`src/rtl/conv1_pkg.sv`:
```
// ============================================================================
//  Module      : conv1_pkg
//  Description : Shared constants and types for the conv1 weight-load path.
//  Revision    : 1.0 - initial release
// ============================================================================
`default_nettype none

package conv1_pkg;
    localparam int DATA_W     = 16;
    localparam int K_SIZE     = 5;
    localparam int NWORDS     = K_SIZE * K_SIZE;
    localparam int KERN1_BASE = 25;

    typedef enum logic [1:0] {
        IDLE   = 2'd0,
        FETCH  = 2'd1,
        DRAIN  = 2'd2,
        LOADED = 2'd3
    } state_e;

    typedef logic signed [DATA_W-1:0] weight_t;
endpackage

`default_nettype wire

```
`src/rtl/conv1_kernel_loader_if.sv`:
```
// ============================================================================
//  Module      : conv1_kernel_loader_if
//  Description : Load request, ROM read streams and flat kernel outputs.
//  Revision    : 1.0 - initial release
// ============================================================================
`default_nettype none

interface conv1_kernel_loader_if #(
    parameter int DATA_W = conv1_pkg::DATA_W,
    parameter int NWORDS = conv1_pkg::NWORDS
);
    logic                     start;
    logic                     cnt_en;
    logic [DATA_W-1:0]        rdata0;
    logic [DATA_W-1:0]        rdata1;
    logic [NWORDS*DATA_W-1:0] k0_flat;
    logic [NWORDS*DATA_W-1:0] k1_flat;
    logic                     busy;
    logic                     kvalid;

    modport master (
        output start, rdata0, rdata1,
        input  cnt_en, k0_flat, k1_flat, busy, kvalid
    );

    modport slave (
        input  start, rdata0, rdata1,
        output cnt_en, k0_flat, k1_flat, busy, kvalid
    );
endinterface

`default_nettype wire

```
`src/rtl/kernel_bank.sv`:
```
// ============================================================================
//  Module      : kernel_bank
//  Description : NWORDS x DATA_W register file with async clear, flat output.
//  Revision    : 1.0 - initial release
// ============================================================================
`default_nettype none

module kernel_bank #(
    parameter int DATA_W = 16,
    parameter int NWORDS = 25,
    parameter int IDX_W  = $clog2(NWORDS + 1)
) (
    input  logic                     clk,
    input  logic                     reset,
    input  logic                     wr_en,
    input  logic [IDX_W-1:0]         wr_idx,
    input  logic [DATA_W-1:0]        wr_data,
    output logic [NWORDS*DATA_W-1:0] flat
);
    logic [DATA_W-1:0] r_mem [NWORDS];

    always_ff @(posedge clk or posedge reset) begin
        if (reset) begin
            for (int i = 0; i < NWORDS; i++) begin
                r_mem[i] <= '0;
            end
        end else if (wr_en && (wr_idx < IDX_W'(NWORDS))) begin
            r_mem[wr_idx] <= wr_data;
        end
    end

    for (genvar g = 0; g < NWORDS; g++) begin : g_flat
        assign flat[g*DATA_W +: DATA_W] = r_mem[g];
    end
endmodule

`default_nettype wire

```
`src/rtl/conv1_kernel_loader.sv`:
```
// ============================================================================
//  Module      : conv1_kernel_loader
//  Description : Drives the weight-address counter and captures both ROM
//                read streams into two static kernel banks, once per reset.
//  Revision    : 1.0 - initial release
// ============================================================================
`default_nettype none

module conv1_kernel_loader #(
    parameter int DATA_W  = conv1_pkg::DATA_W,
    parameter int K_SIZE  = conv1_pkg::K_SIZE,
    parameter int ROM_LAT = 1
) (
    input  logic                 clk,
    input  logic                 reset,
    conv1_kernel_loader_if.slave bus
);
    import conv1_pkg::*;

    localparam int NWORDS = K_SIZE * K_SIZE;
    localparam int CW     = $clog2(NWORDS + 1);
    localparam int DW     = $clog2(ROM_LAT + 1);

    localparam logic [1:0] ST_IDLE   = IDLE;
    localparam logic [1:0] ST_FETCH  = FETCH;
    localparam logic [1:0] ST_DRAIN  = DRAIN;
    localparam logic [1:0] ST_LOADED = LOADED;

    logic [1:0]         r_state;
    logic [CW-1:0]      r_issue_cnt;
    logic [DW-1:0]      r_drain_cnt;
    logic [CW-1:0]      r_cap_cnt;
    logic [ROM_LAT-1:0] r_vpipe;
    logic               w_fetch;
    logic               w_cap;

    assign w_fetch = (r_state == ST_FETCH);
    assign w_cap   = r_vpipe[ROM_LAT-1];

    always_ff @(posedge clk or posedge reset) begin
        if (reset) begin
            r_state     <= ST_IDLE;
            r_issue_cnt <= '0;
            r_drain_cnt <= '0;
        end else begin
            case (r_state)
                ST_IDLE: begin
                    if (bus.start) begin
                        r_state     <= ST_FETCH;
                        r_issue_cnt <= '0;
                    end
                end
                ST_FETCH: begin
                    r_issue_cnt <= r_issue_cnt + 1'b1;
                    if (r_issue_cnt == CW'(NWORDS - 1)) begin
                        r_state     <= ST_DRAIN;
                        r_drain_cnt <= '0;
                    end
                end
                ST_DRAIN: begin
                    r_drain_cnt <= r_drain_cnt + 1'b1;
                    if (r_drain_cnt == DW'(ROM_LAT - 1)) begin
                        r_state <= ST_LOADED;
                    end
                end
                default: r_state <= ST_LOADED;
            endcase
        end
    end

    // Valid pipe mirrors the ROM read latency so capture lines up with rdata.
    if (ROM_LAT == 1) begin : g_pipe1
        always_ff @(posedge clk or posedge reset) begin
            if (reset) r_vpipe <= '0;
            else       r_vpipe <= w_fetch;
        end
    end else begin : g_pipen
        always_ff @(posedge clk or posedge reset) begin
            if (reset) r_vpipe <= '0;
            else       r_vpipe <= {r_vpipe[ROM_LAT-2:0], w_fetch};
        end
    end

    always_ff @(posedge clk or posedge reset) begin
        if (reset)      r_cap_cnt <= '0;
        else if (w_cap) r_cap_cnt <= r_cap_cnt + 1'b1;
    end

    logic [NWORDS*DATA_W-1:0] w_k0_flat;
    logic [NWORDS*DATA_W-1:0] w_k1_flat;

    kernel_bank #(.DATA_W(DATA_W), .NWORDS(NWORDS), .IDX_W(CW)) u_bank0 (
        .clk     (clk),
        .reset   (reset),
        .wr_en   (w_cap),
        .wr_idx  (r_cap_cnt),
        .wr_data (bus.rdata0),
        .flat    (w_k0_flat)
    );

    kernel_bank #(.DATA_W(DATA_W), .NWORDS(NWORDS), .IDX_W(CW)) u_bank1 (
        .clk     (clk),
        .reset   (reset),
        .wr_en   (w_cap),
        .wr_idx  (r_cap_cnt),
        .wr_data (bus.rdata1),
        .flat    (w_k1_flat)
    );

    assign bus.cnt_en  = w_fetch;
    assign bus.busy    = (r_state == ST_FETCH) || (r_state == ST_DRAIN);
    assign bus.kvalid  = (r_state == ST_LOADED);
    assign bus.k0_flat = w_k0_flat;
    assign bus.k1_flat = w_k1_flat;

    a_full_on_loaded : assert property (@(posedge clk) disable iff (reset)
        (r_state == ST_LOADED) |-> (r_cap_cnt == CW'(NWORDS)));

    a_cap_window : assert property (@(posedge clk) disable iff (reset)
        w_cap |-> (((r_state == ST_FETCH) || (r_state == ST_DRAIN)) && (r_cap_cnt < CW'(NWORDS))));
endmodule

`default_nettype wire

```
`src/flat_wrapper.sv`:
```
// flat-port wrapper written by rule: the top's interface ports become plain ports
module conv1_kernel_loader_flat import conv1_pkg::*;
#(
    parameter int DATA_W  = conv1_pkg::DATA_W,
    parameter int K_SIZE  = conv1_pkg::K_SIZE,
    parameter int ROM_LAT = 1
)
  (clk, reset, bus_start, bus_rdata0, bus_rdata1, bus_cnt_en, bus_k0_flat, bus_k1_flat, bus_busy, bus_kvalid);
  conv1_kernel_loader_if #(.DATA_W(DATA_W), .NWORDS(NWORDS)) bus_i ();
  input  logic clk;
  input  logic reset;
  input wire logic [$bits(bus_i.start)-1:0] bus_start;
  input wire logic [$bits(bus_i.rdata0)-1:0] bus_rdata0;
  input wire logic [$bits(bus_i.rdata1)-1:0] bus_rdata1;
  output wire logic [$bits(bus_i.cnt_en)-1:0] bus_cnt_en;
  output wire logic [$bits(bus_i.k0_flat)-1:0] bus_k0_flat;
  output wire logic [$bits(bus_i.k1_flat)-1:0] bus_k1_flat;
  output wire logic [$bits(bus_i.busy)-1:0] bus_busy;
  output wire logic [$bits(bus_i.kvalid)-1:0] bus_kvalid;
  assign bus_i.start = bus_start;
  assign bus_i.rdata0 = bus_rdata0;
  assign bus_i.rdata1 = bus_rdata1;
  assign bus_cnt_en = bus_i.cnt_en;
  assign bus_k0_flat = bus_i.k0_flat;
  assign bus_k1_flat = bus_i.k1_flat;
  assign bus_busy = bus_i.busy;
  assign bus_kvalid = bus_i.kvalid;
  conv1_kernel_loader #(.DATA_W(DATA_W), .K_SIZE(K_SIZE), .ROM_LAT(ROM_LAT)) u_core (.clk(clk), .reset(reset), .bus(bus_i));
endmodule
```
`config.mk`:
```
export PLATFORM = sky130hd
export DESIGN_NAME = conv1_kernel_loader_flat
export DESIGN_NICKNAME = d
export VERILOG_FILES = /design/src/rtl/conv1_pkg.sv /design/src/rtl/conv1_kernel_loader_if.sv /design/src/rtl/kernel_bank.sv /design/src/rtl/conv1_kernel_loader.sv /design/src/flat_wrapper.sv
export SDC_FILE = /design/constraint.sdc
export NUM_CORES = 1
export LEC_CHECK = 0
export ABC_AREA = 1
export BUFFER_PORTS_ARGS = -buffer_cell sky130_fd_sc_hd__buf_2
export CELL_PAD_IN_SITES_DETAIL_PLACEMENT = 1
export CELL_PAD_IN_SITES_GLOBAL_PLACEMENT = 1
export CORE_AREA = 4 4 322 324
export CTS_CLUSTER_DIAMETER = 120
export DETAILED_ROUTE_END_ITERATION = 10
export DIE_AREA = 0 0 326 328
export HOLD_SLACK_MARGIN = 0.06
export MAX_ROUTING_LAYER = met4
export PLACE_DENSITY_LB_ADDON = 0.1
export SETUP_SLACK_MARGIN = 0.5
export SYNTH_ARGS = -nofsm -noshare
export SYNTH_HDL_FRONTEND = slang
export SYNTH_SLANG_ARGS = --single-unit
```
`constraint.sdc`:
```
create_clock -name clk -period 82.8 [get_ports clk]
set_input_delay 16.56 -clock clk [delete_from_list [all_inputs] [get_ports clk]]
set_output_delay 16.56 -clock clk [all_outputs]
set_load 0.05 [all_outputs]
```
Word-level counts from Yosys, hierarchy flattened. Index checks and enable logic that the tools add are counted.

Flip-flop bits (word level): 814. Input port bits: 35. Output and inout bits: 803.

Add/sub/neg operators: 3. Magnitude comparators: 3. Eq/ne operators: 7. Muxes and demuxes: 12. Bitwise operators: 1. Reductions and logical operators: 9.

Operators with widths (count): 400-bit bitwise mux (2); 16-bit demux with 5-bit select (1); 16-bit two-way mux (1); 5-bit by 1-bit adder with 5-bit output, second input constant (2); 5-bit one-hot mux with 2 select lines (1); 6-bit >= comparator, second input constant (1); 6-bit by 1-bit less-than comparator with 1-bit output, second input constant (1); 2-bit two-way mux (3); 2-bit != test, second input constant (3); 5-bit inverter with 6-bit output (1); 2-bit one-hot mux with 3 select lines (1); 5-bit equality test, second input constant (1); 5-bit less-than comparator, second input constant (1); 5-bit two-way mux (1); 2-bit equality test, second input constant (2); 2-bit AND reduction (2); 2-bit nonzero test (2); 3-bit AND reduction (1); 2-bit by 1-bit equality test with 1-bit output, second input constant (1); 1-bit logical AND (2); 2-bit zero test (1); 1-bit one-hot mux with 2 select lines (1); 1-bit adder, second input constant (1); 1-bit logical OR (1); 1-bit two-way mux (1).

Longest topological paths before layout. Gate-level depths: netlist of the first run.

Depth after elaboration: 6. Depth in mapped cells: 9. Depth with buffers taken out: 7.

Hierarchy. Synthesis of the first run repeated with hierarchy kept, for this count alone.

Cell total of the unflattened synthesis: 3666. Area, all modules: 34200.3 um2.

By module, submodules not included: kernel_bank at u_core.u_bank1 (instances 1, cells each 1788, area each 16758.6 um2, sequential area each 10009.6 um2); kernel_bank at u_core.u_bank0 (instances 1, cells each 1788, area each 16657.2 um2, sequential area each 10009.6 um2); conv1_kernel_loader (instances 1, cells each 90, area each 784.5 um2, sequential area each 350.3 um2).

Least setup slack after synthesis of the first run. No wires, ideal clock.

Path type: register -> output. Start point: reg u_core.r_state[1]. End point: out bus_cnt_en. Arrival: 1.049 ns. Required time: 66.240 ns. Path slack: 65.191 ns. Stages on the path, launching flop included: 3. Cells stage by stage: dfrtp_1 inv_1 ha_1.

Cells in the longest elaborated chain, start to end: 1.

Ends and longest elaborated chain: start: declaration (line conv1_kernel_loader.sv:29) `logic [1:0] r_state;`; start signal: assignment (line conv1_kernel_loader.sv:42) `r_state <= ST_IDLE;`; start signal: assignment (line conv1_kernel_loader.sv:49) `r_state <= ST_FETCH;`; start signal: assignment (line conv1_kernel_loader.sv:56) `r_state <= ST_DRAIN;`; 2-bit by 1-bit equality test with 1-bit output (line conv1_kernel_loader.sv:37) `assign w_fetch = (r_state == ST_FETCH);`; end: declaration (line flat_wrapper.sv:15) `output wire logic [$bits(bus_i.cnt_en)-1:0] bus_cnt_en;`.

Every way passes these cells.

==> results of run 1 <==
## cells by family after synthesis
family          count (synthesis)  synth area share, %
simple gates                 1204                 16.9
xor+xnor                        2               0.0579
compound gates                646                 10.7
fa+ha+maj                      12                0.496
buf+inv                       307                 4.55
flops                         814                 67.3
## power groups by stage
stage / clock [mW] / combinational [mW] / sequential [mW]
CTS: 0.429 / 0.916 / 0.623
global placement: 0 / 0.909 / 0.625
detailed placement: 0 / 0.916 / 0.627
global route: 0.446 / 0.952 / 0.641
finish: 0.417 / 0.904 / 0.623
floorplan: 0 / 0.158 / 1.11
## state kept, by name (all words and copies together) (netlist names)
register / count
u_core.r_state: 2
u_core.u_bank0.flat: 400
u_core.u_bank1.flat: 400
u_core.r_issue_cnt: 5
u_core.r_drain_cnt: 1
u_core.r_vpipe: 1
u_core.r_cap_cnt: 5
## cells in the mapped netlist, drive strengths merged
| cell type | count |
|---|---|
| buf | 114 |
| nand4 | 137 |
| nor2 | 9 |
| xor2 | 2 |
| nand2 | 1009 |
| inv | 55 |
| ha | 12 |
| clkbuf | 137 |
| dfrtp | 814 |
| and2 | 1 |
| nor3 | 3 |
| a21oi | 2 |
| nand3 | 45 |
| o21ai | 644 |
| clkinv | 1 |
## worst max-delay path, cell delays in order
cell and delay, ns:
buf_2 0.13, inv_8 0.53, buf_4 0.81, buf_4 0.74, buf_4 0.77
## per-stage QoR
step                      utilization (%)  instances  worst slack, ns  area (µm²)
after global routing                 38.1       5154            63.10       38500
after floorplan                         -       2985            43.38       30300
after CTS                            38.1       5153            63.49       38500
after detailed placement             35.0       4990            62.74       35500
final                                38.1       5157            63.66       38500
after global placement               35.0       4990            62.73       35500
## area by class of cell
class / instances / area [µm²] / area share (%)
well taps: 1368 / 1710 / 4.44
inverters: 56 / 225 / 0.585
diodes: 4 / 10.0 / 0.0260
repair buffers: 888 / 4610 / 12.0
clock inverters: 22 / 278 / 0.721
clock buffers: 141 / 2780 / 7.21
flip-flops and latches: 814 / 20400 / 52.9
multi-input cells: 1864 / 8540 / 22.2
## layer usage
| metal | global-route usage, % | vias to the layer above |
|---|---|---|
| li1 | - | 11300 |
| met1 | 30.4 | 12100 |
| met2 | 40.2 | 738 |
| met3 | 6.12 | 167 |
| met4 | 8.67 | 0 |
| met5 | - | - |
## worst max path at each step
stage                     startpoint                  endpoint  slack (ns)  cells past startpoint
after floorplan                reset       u_core.r_cap_cnt[0]       43.38                      1
after detailed placement       reset  u_core.u_bank0.flat[109]       62.74                      5
after CTS                      reset  u_core.u_bank1.flat[373]       63.49                      5
final                          reset  u_core.u_bank1.flat[373]       63.66                      5
after global placement         reset  u_core.u_bank1.flat[313]       62.73                      5
after global routing           reset  u_core.u_bank1.flat[373]       63.10                      5
==> results.sh, run 1 <==
export IMPL_nets_in_the_synthesized_netlist=3032
export IMPL_max_clock_freq_mhz=52.2
export IMPL_clock_power_share_pct=21.5
export IMPL_route_antenna_remaining_nets=0
export IMPL_antenna_found_initial=20
export IMPL_clockBufferDepth=3
export IMPL_route_final_wire_length_mm=131
export IMPL_row_count=117
export IMPL_die_w_um=326
export IMPL_synth_top_cells_by_area="dfrtp_1 (67%), nand2_1 (12%), o21ai_0 (8.8%)"
export IMPL_pwr_share_seq_pct=32.0
export IMPL_share_comb_of_total_power_pct=46.5
export IMPL_place_gp_congestion=0.785
export IMPL_critical_path_sink_type="async pin"
export IMPL_drt_pass1_iterations=5
export IMPL_synthesis_area_per_instance_um2=10.1
export IMPL_clock_insertion_delay_worst_skew_ns=0.67
export IMPL_critical_path_reg2reg_endpoint="u_core.u_bank1.flat[234]"
export IMPL_hold_path_end="u_core.u_bank1.flat[384]"
export IMPL_drt_wirelength_per_cell_um=25.5
export IMPL_worst_endpoint_required_ns=83.49
export IMPL_grt_max_degree=164
export IMPL_tns_ns=0
export IMPL_layout_commonest_cell="nand2_1"
export IMPL_buffer_ports_inserted=837
export IMPL_core_area_mm2=0.101
export IMPL_postCtsSetupBuffers=0
export IMPL_tightest_slew_ns=1.15
export IMPL_timing_max_transition_violations_final=0
export IMPL_worst_ir_drop_vdd_uv=26.2
export IMPL_worstPathMaxFanout=109
export IMPL_internal_power_uw=950
export IMPL_grt_overflow=0
export IMPL_wl_met1_mm=54.7
export IMPL_cts_htree_levels=3
export IMPL_p_total_mw=1.94
export IMPL_switchingPower_uw=995
export IMPL_finalCriticalPeriod_ns=19.14
export IMPL_reg2reg_setup_slack_ns=79.38
export IMPL_hold_viol=0
export IMPL_switching_share_of_power_pct=51.1
export IMPL_status="finished, final reports clean"
export IMPL_drive_above_1_share_pct=28.2
export IMPL_dr_wl_met2_mm=63.4
export IMPL_floorplan_die_height_um=328
export IMPL_yosys_warn_count=0
export IMPL_path_class="primary input to async pin"
export IMPL_start_util_pct=29.9
export IMPL_tritoncts_num_buffers=95
export IMPL_cts_clk_slew_worst_paths_ns=0.06
export IMPL_design_die_area_mm2=0.107
export IMPL_timing_max_slew_rel_slack_pct=23.2
export IMPL_total_routing_usage_reported_by_global_routing_pct=24.8
export IMPL_wl_met3_mm=8.74
export IMPL_layout_nets=3766
export IMPL_drt_iter0_drc=1750
export IMPL_r2r_start="u_core.r_cap_cnt[2]"
export IMPL_nFillCells=11700
export IMPL_holdBufCountCts=0
export IMPL_total_clock_sinks=814
export IMPL_cts_tree="built"
export IMPL_ctsResizeCount=0
export IMPL_leak_nw=18.8
export IMPL_via_count_of_the_first_global_routing_pass=25000
export IMPL_timing_max_cap_violations=0
export IMPL_rsz0062_at_grt="no"
export IMPL_hold_path_startpoint="u_core.u_bank1.flat[384]"
export IMPL_finalSetupViolCount=0
export IMPL_ios=838
export IMPL_min_path_type="register to register"
export IMPL_area_delta_synth_final_pct=27.3
export IMPL_layout_worst_path_cycle_share_pct=23.1
export IMPL_synth_seq_cells=814
export IMPL_critPathArrivalTime_ns=19.83
export IMPL_hold_worst_slack_ns=0.462
export IMPL_dpl_hpwl_mm=89.4
export IMPL_powerDensity_mw_per_mm2=50.5
export IMPL_detail_route_vias_per_cell=4.71
export IMPL_yosys_area_top_type="dfrtp_1"
export IMPL_highest_layer="met4"
export IMPL_final_setup_skew_ns=0.0185
export IMPL_synth_distinct_cells=29
export IMPL_synthDominantCellAreaShare_pct=67.3
export IMPL_mappedNetlistArea_mm2=0.0303
export IMPL_postSynthCellCount=2985
export IMPL_crit_path_start_kind="primary input"
export IMPL_layout_common_cells="nand2_1 (990), buf_2 (837), dfrtp_1 (814), o21ai_0 (534), nand4_1 (133)"
export IMPL_first_pass_grt_wire_length_mm=188
export IMPL_num_vias=24300
export IMPL_cts_root_buf="clkbuf_16"
export IMPL_drc=0
export IMPL_synth_seq_area_share_pct=67.3
export IMPL_min_path_cells=2
export IMPL_timing_reg2reg_worst_path_depth=9
No activity file was read; power rests on OpenSTA's default activity.
==> inputs of run 2 (changes only) <==
==> constraint.sdc (replaced) <==
create_clock -name clk -period 16.3 [get_ports clk]
set_input_delay 3.26 -clock clk [delete_from_list [all_inputs] [get_ports clk]]
set_output_delay 3.26 -clock clk [all_outputs]
set_load 0.05 [all_outputs]
==> results.sh, run 2 (synthesis results as in run 1) <==
export IMPL_status="finished, final reports clean"
export IMPL_nFillCells=11600
export IMPL_hold_path_end="u_core.u_bank0.flat[303]"
export IMPL_layout_commonest_cell="nand2_1"
export IMPL_layout_cell_area_non_filler_mm2=0.0387
export IMPL_cts_tree="built"
export IMPL_ctsResizeCount=0
export IMPL_clock_power_share_pct=21.9
export IMPL_min_path_cells=2
export IMPL_multiInputGateArea_mm2=0.00854
export IMPL_drt_wirelength_per_cell_um=25.7
export IMPL_final_setup_skew_ns=0.0180
export IMPL_layout_worst_path_cycle_share_pct=34.3
export IMPL_finalSetupViolCount=0
export IMPL_reg2reg_setup_slack_ns=12.78
export IMPL_cts_htree_levels=3
export IMPL_final_core_utilization_pct=38.2
export IMPL_floorplan_die_height_um=328
export IMPL_critical_path_sink_type="async pin"
export IMPL_r2r_start="u_core.r_cap_cnt[0]"
export IMPL_tns_ns=0
export IMPL_switchingPower_mw=5.08
export IMPL_postCtsSetupBuffers=0
export IMPL_hold_path_startpoint="u_core.u_bank0.flat[303]"
export IMPL_die_w_um=326
export IMPL_switching_share_of_power_pct=51.1
export IMPL_grt_max_degree=148
export IMPL_grt_overflow=0
export IMPL_drt_iter0_drc=2068
export IMPL_worst_ir_drop_vdd_uv=127
export IMPL_first_pass_grt_wire_length_mm=189
export IMPL_drc=0
export IMPL_max_clock_freq_mhz=179
export IMPL_timing_reg2reg_worst_path_depth=8
export IMPL_cts_clk_slew_worst_paths_ns=0.06
export IMPL_row_count=117
export IMPL_hold_viol=0
export IMPL_num_vias=24500
export IMPL_clock_insertion_delay_worst_skew_ns=0.66
export IMPL_route_antenna_remaining_nets=0
export IMPL_drive_above_1_share_pct=28.5
export IMPL_path_class="primary input to async pin"
export IMPL_ios=838
export IMPL_holdBufCountCts=0
export IMPL_min_path_type="register to register"
export IMPL_critical_path_reg2reg_endpoint="u_core.u_bank0.flat[355]"
export IMPL_post_dp_cell_area_mm2=0.0355
export IMPL_drt_pass1_iterations=5
export IMPL_worst_endpoint_required_ns=17.04
export IMPL_finalCriticalPeriod_ns=5.59
export IMPL_timing_max_slew_rel_slack_pct=21.4
export IMPL_share_comb_of_total_power_pct=46.4
export IMPL_leak_nw=18.9
export IMPL_via_count_of_the_first_global_routing_pass=25000
export IMPL_powerDensity_mw_per_mm2=257
export IMPL_layout_common_cells="nand2_1 (990), buf_2 (837), dfrtp_1 (814), o21ai_0 (534), nand4_1 (133)"
export IMPL_hold_worst_slack_ns=0.461
export IMPL_total_clock_sinks=814
export IMPL_core_area_mm2=0.101
export IMPL_detail_route_vias_per_cell=4.73
export IMPL_route_final_wire_length_mm=133
export IMPL_layout_nets=3770
export IMPL_internal_power_mw=4.86
export IMPL_seqCellArea_mm2=0.0204
export IMPL_tritoncts_num_buffers=94
export IMPL_crit_path_start_kind="primary input"
export IMPL_start_util_pct=29.9
export IMPL_buffer_ports_inserted=837
export IMPL_timing_max_transition_violations_final=0
export IMPL_tightest_slew_ns=1.18
export IMPL_total_routing_usage_reported_by_global_routing_pct=25.0
export IMPL_rsz0062_at_grt="no"
export IMPL_critPathArrivalTime_ns=6.33
export IMPL_area_delta_synth_final_pct=27.8
export IMPL_cts_root_buf="clkbuf_16"
export IMPL_dpl_hpwl_mm=89.7
export IMPL_clockBufferDepth=3
export IMPL_antenna_found_initial=21
export IMPL_pwr_share_seq_pct=31.7
export IMPL_place_gp_congestion=0.779
export IMPL_timing_max_cap_violations=0
export IMPL_design_die_area_mm2=0.107
export IMPL_worstPathMaxFanout=147
[run 2: stage by stage]
stage / instances / worst slack, ns / total power [mW]
5_1_grt: 5171 / 10.30 / 10.4
6_report: 5174 / 10.71 / 9.94
2_1_floorplan: 2985 / 1.86 / 6.45
4_1_cts: 5170 / 10.67 / 10.1
3_3_place_gp: 4995 / 9.92 / 7.79
3_5_place_dp: 4995 / 9.93 / 7.84
[run 2: power by group through the flow]
stage,sequential (mW),clock (mW),combinational [mW]
floorplan,5.64,0,0.803
global placement,3.16,0,4.63
detailed placement,3.17,0,4.66
CTS,3.15,2.23,4.67
global route,3.25,2.31,4.85
finish,3.15,2.17,4.61
[run 2: routing by layer]
metal	share of wire, %	up-vias	global-route usage (%)
met5	0	-	-
met4	3.5	0	8.67
met3	7.0	183	6.29
met2	48	814	40.5
met1	41	12200	30.5
li1	-	11300	-
[run 2: final cells by class]
class,instances,share of cell area [%]
diodes,4,0.0259
clock buffers,156,7.74
clock inverters,19,0.495
inverters,56,0.573
multi-input cells,1864,22.1
flip-flops and latches,814,52.7
well taps,1368,4.43
repair buffers,893,12.0
[run 2: worst max-delay path by stage]
| stage | from | end | slack (ns) |
|---|---|---|---|
| after CTS | reset | u_core.u_bank0.flat[9] | 10.67 |
| after detailed placement | reset | u_core.u_bank1.flat[372] | 9.93 |
| final | reset | u_core.u_bank1.flat[372] | 10.71 |
| after global routing | reset | u_core.u_bank0.flat[53] | 10.30 |
| after floorplan | reset | u_core.r_cap_cnt[0] | 1.86 |
| after global placement | reset | u_core.u_bank1.flat[372] | 9.92 |
[run 2: critical path, cell delays in order]
cell	delay, ns
buf_2	0.11
clkinvlp_4	0.07
buf_12	0.42
buf_12	0.54
buf_4	0.74
buf_4	0.63
